File: src/rtl/control_unit_ws.sv
// control_unit_ws: multi-phase CPU control sequencer with memory wait states, LDI16 and HLT.
// Ports: clk/rst (sync, active-low); ir, flags, resume in; mem_oe/mem_we, d_to_di_oe, ir_we,
// we_a/we_b/we_pl/we_ph, oe_*_alu, oe_a_d/oe_b_d, we_flags, alu_oe out (active-low);
// ip_inc, addr_dp, swap_p, halted out (active-high); alu_op out = ir[6:3].
module control_unit_ws #(
  parameter int unsigned WAIT_STATES = 0,
  parameter int unsigned WAIT_W      = 4,
  parameter bit          LDI16_EN    = 1'b1,
  parameter bit          HALT_EN     = 1'b1
) (
  input  logic       clk,
  input  logic       rst,
  input  logic [7:0] ir,
  input  logic [3:0] flags,
  input  logic       resume,
  output logic       mem_oe,
  output logic       mem_we,
  output logic       d_to_di_oe,
  output logic       ir_we,
  output logic       ip_inc,
  output logic       addr_dp,
  output logic       swap_p,
  output logic       we_a,
  output logic       we_b,
  output logic       we_pl,
  output logic       we_ph,
  output logic       oe_b_alu,
  output logic       oe_pl_alu,
  output logic       oe_ph_alu,
  output logic       oe_a_d,
  output logic       oe_b_d,
  output logic       we_flags,
  output logic [3:0] alu_op,
  output logic       alu_oe,
  output logic       halted
);
  typedef enum logic [2:0] {FETCH, EXEC, MEM, IMM, IMM_H, HALT} state_e;
  state_e state_q, state_d;
  logic [WAIT_W-1:0] wcnt_q, wcnt_d;
  logic commit, mem_ph;
  logic is_alu, is_ld, is_st, is_ldi, is_l16, is_jc, is_jmp, is_hlt;
  logic [3:0] sel, wr;
  logic [3:1] oa;
  logic rd, wm, di, irl, inc, adp, swp, a_d, b_d, fl, aoe, hlt;
  // last clock of a memory phase: the only clock that may latch registers or bump IP
  assign commit = wcnt_q == WAIT_W'(WAIT_STATES);
  assign mem_ph = state_q inside {FETCH, MEM, IMM, IMM_H};
  // one-hot register select from dd: bit0=A, bit1=B, bit2=PL, bit3=PH
  assign sel    = 4'b0001 << ir[1:0];
  assign is_alu = !ir[7];
  assign is_ld  = ir[7:4] == 4'b1000;
  assign is_st  = ir[7:4] == 4'b1001;
  assign is_ldi = ir[7:4] == 4'b1010;
  assign is_l16 = LDI16_EN && ir[7:4] == 4'b1011;
  assign is_jc  = ir[7:3] == 5'b11000;
  assign is_jmp = ir[7:3] == 5'b11001;
  assign is_hlt = HALT_EN && ir[7:4] == 4'b1111;
  always_comb begin
    state_d = state_q;
    case (state_q)
      FETCH:      state_d = commit ? EXEC : FETCH;
      EXEC:       state_d = (is_ld || is_st) ? MEM : (is_ldi || is_l16) ? IMM : is_hlt ? HALT : FETCH;
      MEM, IMM_H: state_d = commit ? FETCH : state_q;
      IMM:        state_d = commit ? (is_l16 ? IMM_H : FETCH) : IMM;
      HALT:       state_d = resume ? FETCH : HALT;
      default:    state_d = FETCH;
    endcase
    wcnt_d = (state_d != state_q || !mem_ph) ? '0 : wcnt_q + WAIT_W'(1);
  end
  always_comb begin
    rd  = 1'b0;
    wm  = 1'b0;
    di  = 1'b0;
    irl = 1'b0;
    inc = 1'b0;
    adp = 1'b0;
    swp = 1'b0;
    a_d = 1'b0;
    b_d = 1'b0;
    fl  = 1'b0;
    aoe = 1'b0;
    hlt = 1'b0;
    wr  = '0;
    oa  = '0;
    case (state_q)
      FETCH: begin
        rd  = 1'b1;
        irl = commit;
        inc = commit;
      end
      EXEC: begin
        aoe = is_alu;
        fl  = is_alu;
        oa  = is_alu ? sel[3:1] : '0;
        wr  = is_alu ? (ir[2] ? sel : 4'b0001) : '0;
        swp = (is_jc && (flags[ir[1:0]] ^ ir[2])) || is_jmp;
      end
      MEM: begin
        adp = 1'b1;
        rd  = is_ld;
        di  = is_ld;
        wr  = (is_ld && commit) ? sel : '0;
        wm  = is_st;
        a_d = is_st && !ir[0];
        b_d = is_st && ir[0];
      end
      IMM: begin
        rd  = 1'b1;
        di  = 1'b1;
        inc = commit;
        wr  = commit ? (is_l16 ? 4'b0100 : sel) : '0;
      end
      IMM_H: begin
        rd  = 1'b1;
        di  = 1'b1;
        inc = commit;
        wr  = commit ? 4'b1000 : '0;
      end
      HALT:    hlt = 1'b1;
      default: hlt = 1'b0;
    endcase
  end
  always_ff @(posedge clk) begin
    if (!rst) begin
      state_q <= FETCH;
      wcnt_q  <= '0;
    end else begin
      state_q <= state_d;
      wcnt_q  <= wcnt_d;
    end
  end
  // every strobe is forced inactive while reset is held, so an aborted phase never commits
  assign mem_oe     = !(rst && rd);
  assign mem_we     = !(rst && wm);
  assign d_to_di_oe = !(rst && di);
  assign ir_we      = !(rst && irl);
  assign ip_inc     = rst && inc;
  assign addr_dp    = rst && adp;
  assign swap_p     = rst && swp;
  assign we_a       = !(rst && wr[0]);
  assign we_b       = !(rst && wr[1]);
  assign we_pl      = !(rst && wr[2]);
  assign we_ph      = !(rst && wr[3]);
  assign oe_b_alu   = !(rst && oa[1]);
  assign oe_pl_alu  = !(rst && oa[2]);
  assign oe_ph_alu  = !(rst && oa[3]);
  assign oe_a_d     = !(rst && a_d);
  assign oe_b_d     = !(rst && b_d);
  assign we_flags   = !(rst && fl);
  assign alu_oe     = !(rst && aoe);
  assign halted     = rst && hlt;
  assign alu_op     = ir[6:3];
endmodule
File: config.mk
export PLATFORM = sky130hd
export DESIGN_NAME = control_unit_ws
export DESIGN_NICKNAME = d
export VERILOG_FILES = /design/src/rtl/control_unit_ws.sv
export SDC_FILE = /design/constraint.sdc
export NUM_CORES = 1
export LEC_CHECK = 0
export CAP_MARGIN = 15
export CORE_ASPECT_RATIO = 1.4
export CORE_MARGIN = 10
export CORE_UTILIZATION = 40
export CTS_CLUSTER_SIZE = 20
export DETAILED_ROUTE_END_ITERATION = 16
export PLACE_DENSITY = 0.86
export SETUP_SLACK_MARGIN = 0.1
export SYNTH_ARGS = -nofsm -noshare
export SYNTH_HDL_FRONTEND = slang
export SYNTH_SLANG_ARGS = --single-unit
File: constraint.sdc
create_clock -name clk -period 2.1 [get_ports clk]
set_input_delay 0.42 -clock clk [delete_from_list [all_inputs] [get_ports clk]]
set_output_delay 0.42 -clock clk [all_outputs]
set_load 0.02 [all_outputs]
==> metrics.txt, run 1 <==
Reg2Reg Launch Point=wcnt_q[1]; chip height=73.3 um; # fillers=129; Int Pwr=330 uW; Critical Path AT=1.61 ns; RSZ-0062 raised after global routing=yes; Syn Area/Cell=7.32 um^2; routed vias/inst=5.79; cell area after layout=1520 um^2; most common cell after layout, fill and taps aside=buf_4; layout cell share with drive strength beyond 1=56.2%; CP most frequent cell=buf_4; number of antenna violations at the first check in global routing=0; Worst Setup SP=state_q[0]; post-DP HPWL=2.64 mm; Ys Warns=0; final period utilization=96.9%; min-delay src=wcnt_q[0]; Core ar.=1950 um^2; Comb pwr share=47.4%; vias in the first global route=1206; GR Overflow Total=0; Vias=1152; Pwr per Cell Area=345 nW/um^2; Mapped Nets=128; DR WL/cell=18.8 um; root buf cell=clkbuf_4; Leak Pwr=0.659 nW; minimum clock period=2.03 ns; largest net degree at the start of global routing=13; Routed WL=3.75 mm; Yosys cell types=44; Critical Path, Cell by Cell=a21boi_2 -> a211oi_2 -> nor3_2 -> buf_4 -> o211ai_1 -> buf_4; Layout area overhead=87.2%; CP max FO=6; Post-Route Skew=0.00789 ns; final hold violation count=0; Startpoint Class=flop; max_cap viols=0; global-route wire length before repair=5.58 mm; crit-path max cell delay=0.37 ns; clk_lat worst skew=0.27 ns; Pre-antenna DRT Iters=4; commonest cells after routing, fill and taps aside=buf_4 (43), buf_2 (13), nand2_1 (11); post-synthesis sequential area ratio=17.3%; Critical Path RT=1.68 ns; # IOs=38; Final GP Congestion=0.824; Clock transition at path regs=0.06 ns; slowest CP cell=dfxtp_4; outcome=completed; Post-synth EDFFs=0; multi-input combinational cell area=713 um^2; Reg area=153 um^2; CTS tree=done; Tot GR Track Use=16.0%; Placed Area=1410 um^2; DRC viols=0; Hold WC Path Type=flop to flop; FP Rows=19; Buffers on Ports=37; CP top delay family=compound AO/OA/AOI/OAI gates; Clock power frac=25.2%; Finish-stage setup viols=0; FFs w/ async S/R, synth=0%; Worst-Margin Slew=0.331 ns; chip width=58.1 um; Worst VDD drop=0.381 mV; Seq pwr share=27.3%; post-route ant nets=0; DR iter-0 viols=31; Pins Over Slew Limit=0; Highest Clock Rate=492 MHz; WS Path Type=flop to primary output; Synth Cell Area=812 um^2; Final nets=196; Switching Fraction=37.1%; clk buf depth=2; starting density of the core=41.7%; Relative slew margins=77.7%; CP Buf/Inv Count=2; Primary FF master, synth=dfxtp_1; H-tree Lvls=1; Die ar.=4260 um^2; switching pwr=195 uW; clock sinks=7; cells after synthesis=111; CP Capture Type=primary output; ANT cells=0; Pwr Total=524 uW; Seq cells post-synth=7; TritonCTS buffer count=3
[state kept, by name (all words and copies together), names as in the netlist]
name	cells
state_q	3
wcnt_q	4
[timing repair]
item / CTS / global route
buffers inserted: 1 / 3
hold buffers: 0 / 0
endpoints found under the setup margin: 22 / 12
resized for setup: 119 / 34
pin swaps: 5 / 13
[area by class of cell]
class / count / area share (%)
repair buffers: 75 / 38.0
multi-input cells: 86 / 46.9
inverters: 6 / 1.48
flip-flops and latches: 7 / 10.0
well taps: 21 / 1.73
clock inverters: 1 / 0.329
clock buffers: 3 / 1.48
[Yosys cell counts, types with 2 or more instances]
master,instances,share of area [%]
nor4b_1,2,2.2
o211ai_1,5,4.6
clkbuf_1,5,2.3
nand3_1,4,2.5
o2111a_1,2,2.8
inv_1,6,2.8
o21a_1,2,1.8
nand2b_1,2,1.5
buf_2,2,1.2
ha_1,2,3.1
nand2_1,13,6.0
nor3_1,5,3.1
buf_4,5,4.6
o21ai_0,3,1.8
o22ai_1,2,1.5
and2_1,2,1.5
dfxtp_1,7,17
nor2b_1,4,3.1
xnor2_1,2,2.2
nor2_1,8,3.7
nor4_1,2,1.5
nor3b_1,4,3.7
[power groups by stage]
stage / logic (mW) / registers (mW) / clock network, mW
floorplan: 0.110 / 0.141 / 0
global placement: 0.215 / 0.144 / 0
finish: 0.249 / 0.143 / 0.132
global route: 0.266 / 0.143 / 0.143
CTS: 0.225 / 0.144 / 0.131
detailed placement: 0.223 / 0.145 / 0
[metal layers]
layer / routed length [um] / global-route usage [%] / vias up
met5: 0 / 0 / -
met4: 167 / 7.33 / 0
met3: 278 / 3.97 / 14
met2: 1900 / 30.0 / 60
met1: 1400 / 15.9 / 544
li1: - / - / 534
[metrics by stage]
stage	worst slack (ns)	utilization [%]	hold WS (ns)	TNS (ns)	cells
floorplan	0.0783	-	0.453	0	111
global route	-0.0150	78.0	0.561	-0.0150	199
CTS	0.102	73.4	0.564	0	196
global placement	-0.728	72.3	0.510	-9.67	191
finish	0.0658	78.0	0.544	0	199
detailed placement	-0.765	72.3	0.552	-10.25	191
[cells by family (layout without fill, tap and decap cells)]
logic type / count (synthesis) / after routing / synth area share, %
and+or+nand+nor: 57 / 57 / 41.3
AOI/OAI and AO/OA: 23 / 23 / 21.4
buffers and inverters: 18 / 85 / 10.9
DFF: 7 / 7 / 17.3
xor gates and xnor gates: 3 / 3 / 3.24
adders and majority gates: 2 / 2 / 3.08
muxes: 1 / 1 / 2.77
[path summary, 6_finish.rpt]
check / endpoint / slack, ns / cells past startpoint
max: we_a / 0.07 / 6
min: wcnt_q[0] / 0.54 / 2
max reg2reg: state_q[2] / 0.22 / 8
min reg2reg: wcnt_q[0] / 0.54 / 2
[worst register-to-register path: stages, from the launching register on]
cell and delay (ns):
dfxtp_1 0.32, inv_2 0.07, ha_4 0.13, nor3b_4 0.30
buf_4 0.18, buf_4 0.12, a21oi_2 0.04, or4b_1 0.51
a21oi_1 0.14
Note: power is estimated with default switching activity, not from simulation.
==> run 2, diff against run 1 <==
Settings changed: MAX_ROUTING_LAYER from default to met4, SETUP_SLACK_MARGIN 0.1 to default.
==> metrics.txt, run 2 (synthesized netlist as in run 1, its figures left out) <==
outcome=completed; CP max FO=1; root buf cell=clkbuf_4; CTS tree=done; starting density of the core=41.7%; vias in the first global route=1100; Worst-Margin Slew=0.414 ns; Top reg by flops=wcnt_q; Buffers on Ports=37; DR WL/cell=16.5 um; Tot GR Track Use=14.8%; CP top delay family=multiplexers; layout cell share with drive strength beyond 1=44.4%; final hold violation count=0; CP Capture Type=primary output; Layout area overhead=72.6%; Leak Pwr=0.614 nW; Worst VDD drop=0.350 mV; Relative slew margins=72.0%; post-route ant nets=0; max_cap viols=0; chip height=73.3 um; Critical Path AT=1.64 ns; WS Path Type=input port to primary output; Core ar.=1950 um^2; Startpoint Class=input port; switching pwr=165 uW; routed vias/inst=5.55; TritonCTS buffer count=3; Int Pwr=317 uW; clk buf depth=2; post-DP HPWL=2.44 mm; Die ar.=4260 um^2; Routed WL=3.18 mm; Finish-stage setup viols=0; fin util=71.9%; slowest CP cell=mux4_2; Critical Path, Cell by Cell=clkdlybuf4s15_1 -> mux4_2 -> xor2_2 -> o2111a_1 -> buf_6; FP Rows=19; global-route wire length before repair=5.13 mm; clk_lat worst skew=0.25 ns; # fillers=151; CTS Hold Bufs=0; Hold WC Path Type=flop to flop; CP Buf/Inv Count=2; chip width=58.1 um; Seq pwr share=30.6%; Clock transition at path regs=0.05 ns; number of antenna violations at the first check in global routing=0; minimum clock period=2.06 ns; DRC viols=0; RSZ-0062 raised after global routing=yes; Final GP Congestion=0.843; Comb pwr share=44.4%; GR Overflow Total=0; Clock power frac=25.0%; Pins Over Slew Limit=0; ANT cells=0; Switching Fraction=34.2%; post-route setup slack=0.0367 ns; top flop regs=wcnt_q (4), state_q (3); Vias=1065; # IOs=38; Post-Route Skew=0.00161 ns; H-tree Lvls=1; dpl ws=-0.773 ns; Highest Clock Rate=485 MHz; Critical Path RT=1.68 ns; final period utilization=98.3%; Post-Layout Cell Count=192; commonest cells after routing, fill and taps aside=buf_4 (32), nand2_1 (12), buf_2 (10); largest net degree at the start of global routing=13; Worst Hold Slack=0.540 ns; crit-path max cell delay=0.50 ns; DR iter-0 viols=44; placed cell count=187; clock sinks=7; Pwr per Cell Area=344 nW/um^2; Final nets=189; max reg flops=4; Pwr Total=482 uW; Pre-antenna DRT Iters=6; most common cell after layout, fill and taps aside=buf_4
[run 2: layout make-up]
class                   instances  area (um^2)  share of cell area (%)
repair buffers                 68          508                    36.3
clock buffers                   4         26.3                    1.88
well taps                      21         26.3                    1.88
inverters                       6         22.5                    1.61
flip-flops and latches          7          146                    10.4
multi-input cells              86          672                    47.9
[run 2: power groups by stage]
stage	clock [mW]	sequential (mW)	combinational, mW
5_1_grt	0.135	0.148	0.231
4_1_cts	0.124	0.146	0.209
3_3_place_gp	0	0.147	0.207
6_report	0.121	0.147	0.214
2_1_floorplan	0	0.141	0.110
3_5_place_dp	0	0.147	0.212
[run 2: metrics by stage]
stage	instance area, um^2	TNS, ns
4_1_cts	1410	0
5_1_grt	1400	-0.0357
2_1_floorplan	823	0
6_report	1400	0
3_3_place_gp	1380	-8.80
3_5_place_dp	1380	-9.30
[run 2: worst paths after layout]
path             start         end  slack (ns)  cells past startpoint
max           flags[3]      swap_p        0.04                      5
min          wcnt_q[0]   wcnt_q[0]        0.54                      2
max reg2reg  wcnt_q[1]  state_q[2]        0.24                      7
min reg2reg  wcnt_q[0]   wcnt_q[0]        0.54                      2
[run 2: worst min-delay path, delay by kind of cell, from the launching register on]
kind | cells | cell delay [ns]
and+or+nand+nor | 1 | 0.04
DFF | 1 | 0.33
buffers and inverters | 1 | 0.12
[run 2: metal layers]
metal	up-vias	track usage [%]	wire [um]
li1	521	-	-
met1	503	15.2	1220
met2	37	26.3	1650
met3	4	4.31	287
met4	0	4.45	19
met5	-	-	0
[run 2: repair_timing]
action	4_1_cts	5_1_grt
buffers inserted	0	1
resized for setup	81	30
pin swaps	5	9
gates cloned	0	0
setup endpoints to repair	19	15
==> run 3, diff against run 2 <==
Settings changed: CORE_ASPECT_RATIO 1.4 to default.
==> metrics.txt, run 3 (synthesized netlist as in run 1, its figures left out) <==
chip height=65.1 um; DR WL/cell=16.6 um; post-DP HPWL=2.52 mm; root buf cell=clkbuf_4; Critical Path, Cell by Cell=clkdlybuf4s15_1 -> mux4_2 -> xor2_2 -> o2111a_1 -> buf_6; top flop regs=wcnt_q (4), state_q (3); ANT cells=0; clock sinks=7; global-route wire length before repair=5.09 mm; slowest CP cell=mux4_2; Final GP Congestion=0.894; DR iter-0 viols=49; layout cell share with drive strength beyond 1=45.6%; Pre-antenna DRT Iters=4; Critical Path AT=1.65 ns; number of antenna violations at the first check in global routing=0; max reg flops=4; Routed WL=3.29 mm; Buffers on Ports=37; Highest Clock Rate=482 MHz; fin util=74.1%; routed vias/inst=5.48; FP Rows=16; minimum clock period=2.07 ns; Worst VDD drop=0.281 mV; CP max FO=1; cell area after layout=1440 um^2; starting density of the core=41.8%; commonest cells after routing, fill and taps aside=buf_4 (32), nand2_1 (11), clkbuf_2 (8), clkdlybuf4s50_1 (8); Clock transition at path regs=0.05 ns; Startpoint Class=input port; vias in the first global route=1089; Worst Hold Slack=0.532 ns; Pins Over Slew Limit=0; final period utilization=98.7%; Critical Path RT=1.68 ns; CTS tree=done; Leak Pwr=0.611 nW; reg2reg setup slack=0.30 ns; clk buf depth=2; Pwr Total=495 uW; Placed Area=1390 um^2; most common cell after layout, fill and taps aside=buf_4; dpl ws=-0.823 ns; Post-Route Skew=0.000705 ns; CP Capture Type=primary output; Relative slew margins=77.8%; final hold violation count=0; Top reg by flops=wcnt_q; multi-input combinational cell area=678 um^2; GR Overflow Total=0; WS Path Type=input port to primary output; Die ar.=4230 um^2; outcome=completed; H-tree Lvls=1; Finish-stage setup viols=0; Final nets=189; Reg area=144 um^2; DRC viols=0; clk_lat worst skew=0.26 ns; # fillers=149; Worst-Margin Slew=0.329 ns; Pwr per Cell Area=344 nW/um^2; post-route ant nets=0; Hold WC Path Type=flop to flop; largest net degree at the start of global routing=12; TritonCTS buffer count=3; chip width=65.1 um; post-route setup slack=0.0269 ns; Layout area overhead=77.2%; max_cap viols=0; crit-path max cell delay=0.50 ns; Tot GR Track Use=15.0%; # IOs=38; Vias=1085; Core ar.=1940 um^2
run 3: cell types whose count changed in the layout (fill, tap and decap cells not counted), sizes merged:
| cell | before | now |
|---|---|---|
| dlygate4sd2 | 5 | 7 |
| clkdlybuf4s15 | 4 | 6 |
| dlymetal6s2s | 1 | 0 |
| clkdlybuf4s50 | 7 | 8 |
| buf | 43 | 39 |
run 3: area by class of cell:
class,count,share of cell area (%)
inverters,6,1.57
multi-input cells,86,47.1
well taps,27,2.35
repair buffers,68,37.1
clock buffers,4,1.83
flip-flops and latches,7,10.0
run 3: what timing repair did:
action | 4_1_cts | 5_1_grt
pin swaps | 3 | 7
setup endpoints to repair | 19 | 15
resized for setup | 76 | 29
hold buffers | 0 | 0
buffers inserted | 0 | 1
run 3: report_power, final:
part           switching [mW]  leakage, nW  total (mW)  internal, mW
clock network          0.0548       0.0150       0.128        0.0728
registers             0.00855       0.0580       0.146         0.138
logic                   0.110        0.539       0.221         0.111
run 3: critical path, delay by kind of cell:
family / cells / cell delay, ns
xor+xnor: 1 / 0.19
compound gates: 1 / 0.25
mux: 1 / 0.50
buf+inv: 2 / 0.29
run 3: path summary, 6_finish.rpt:
check	from	endpoint	depth (start not counted)
max	flags[2]	swap_p	5
min	wcnt_q[0]	wcnt_q[0]	2
max reg2reg	wcnt_q[0]	state_q[2]	7
min reg2reg	wcnt_q[0]	wcnt_q[0]	2
run 3: metal layers:
metal,global-route usage [%],up-vias,wire (um)
met5,-,-,0
met4,8.29,0,65
met3,2.92,8,220
met2,24.8,47,1570
met1,16.7,510,1430
li1,-,520,-
run 3: through the flow:
step / std cells / setup TNS, ns
finish: 198 / 0
global route: 198 / -0.00224
CTS: 197 / 0
detailed placement: 193 / -9.61
global placement: 193 / -8.84
floorplan: 111 / 0
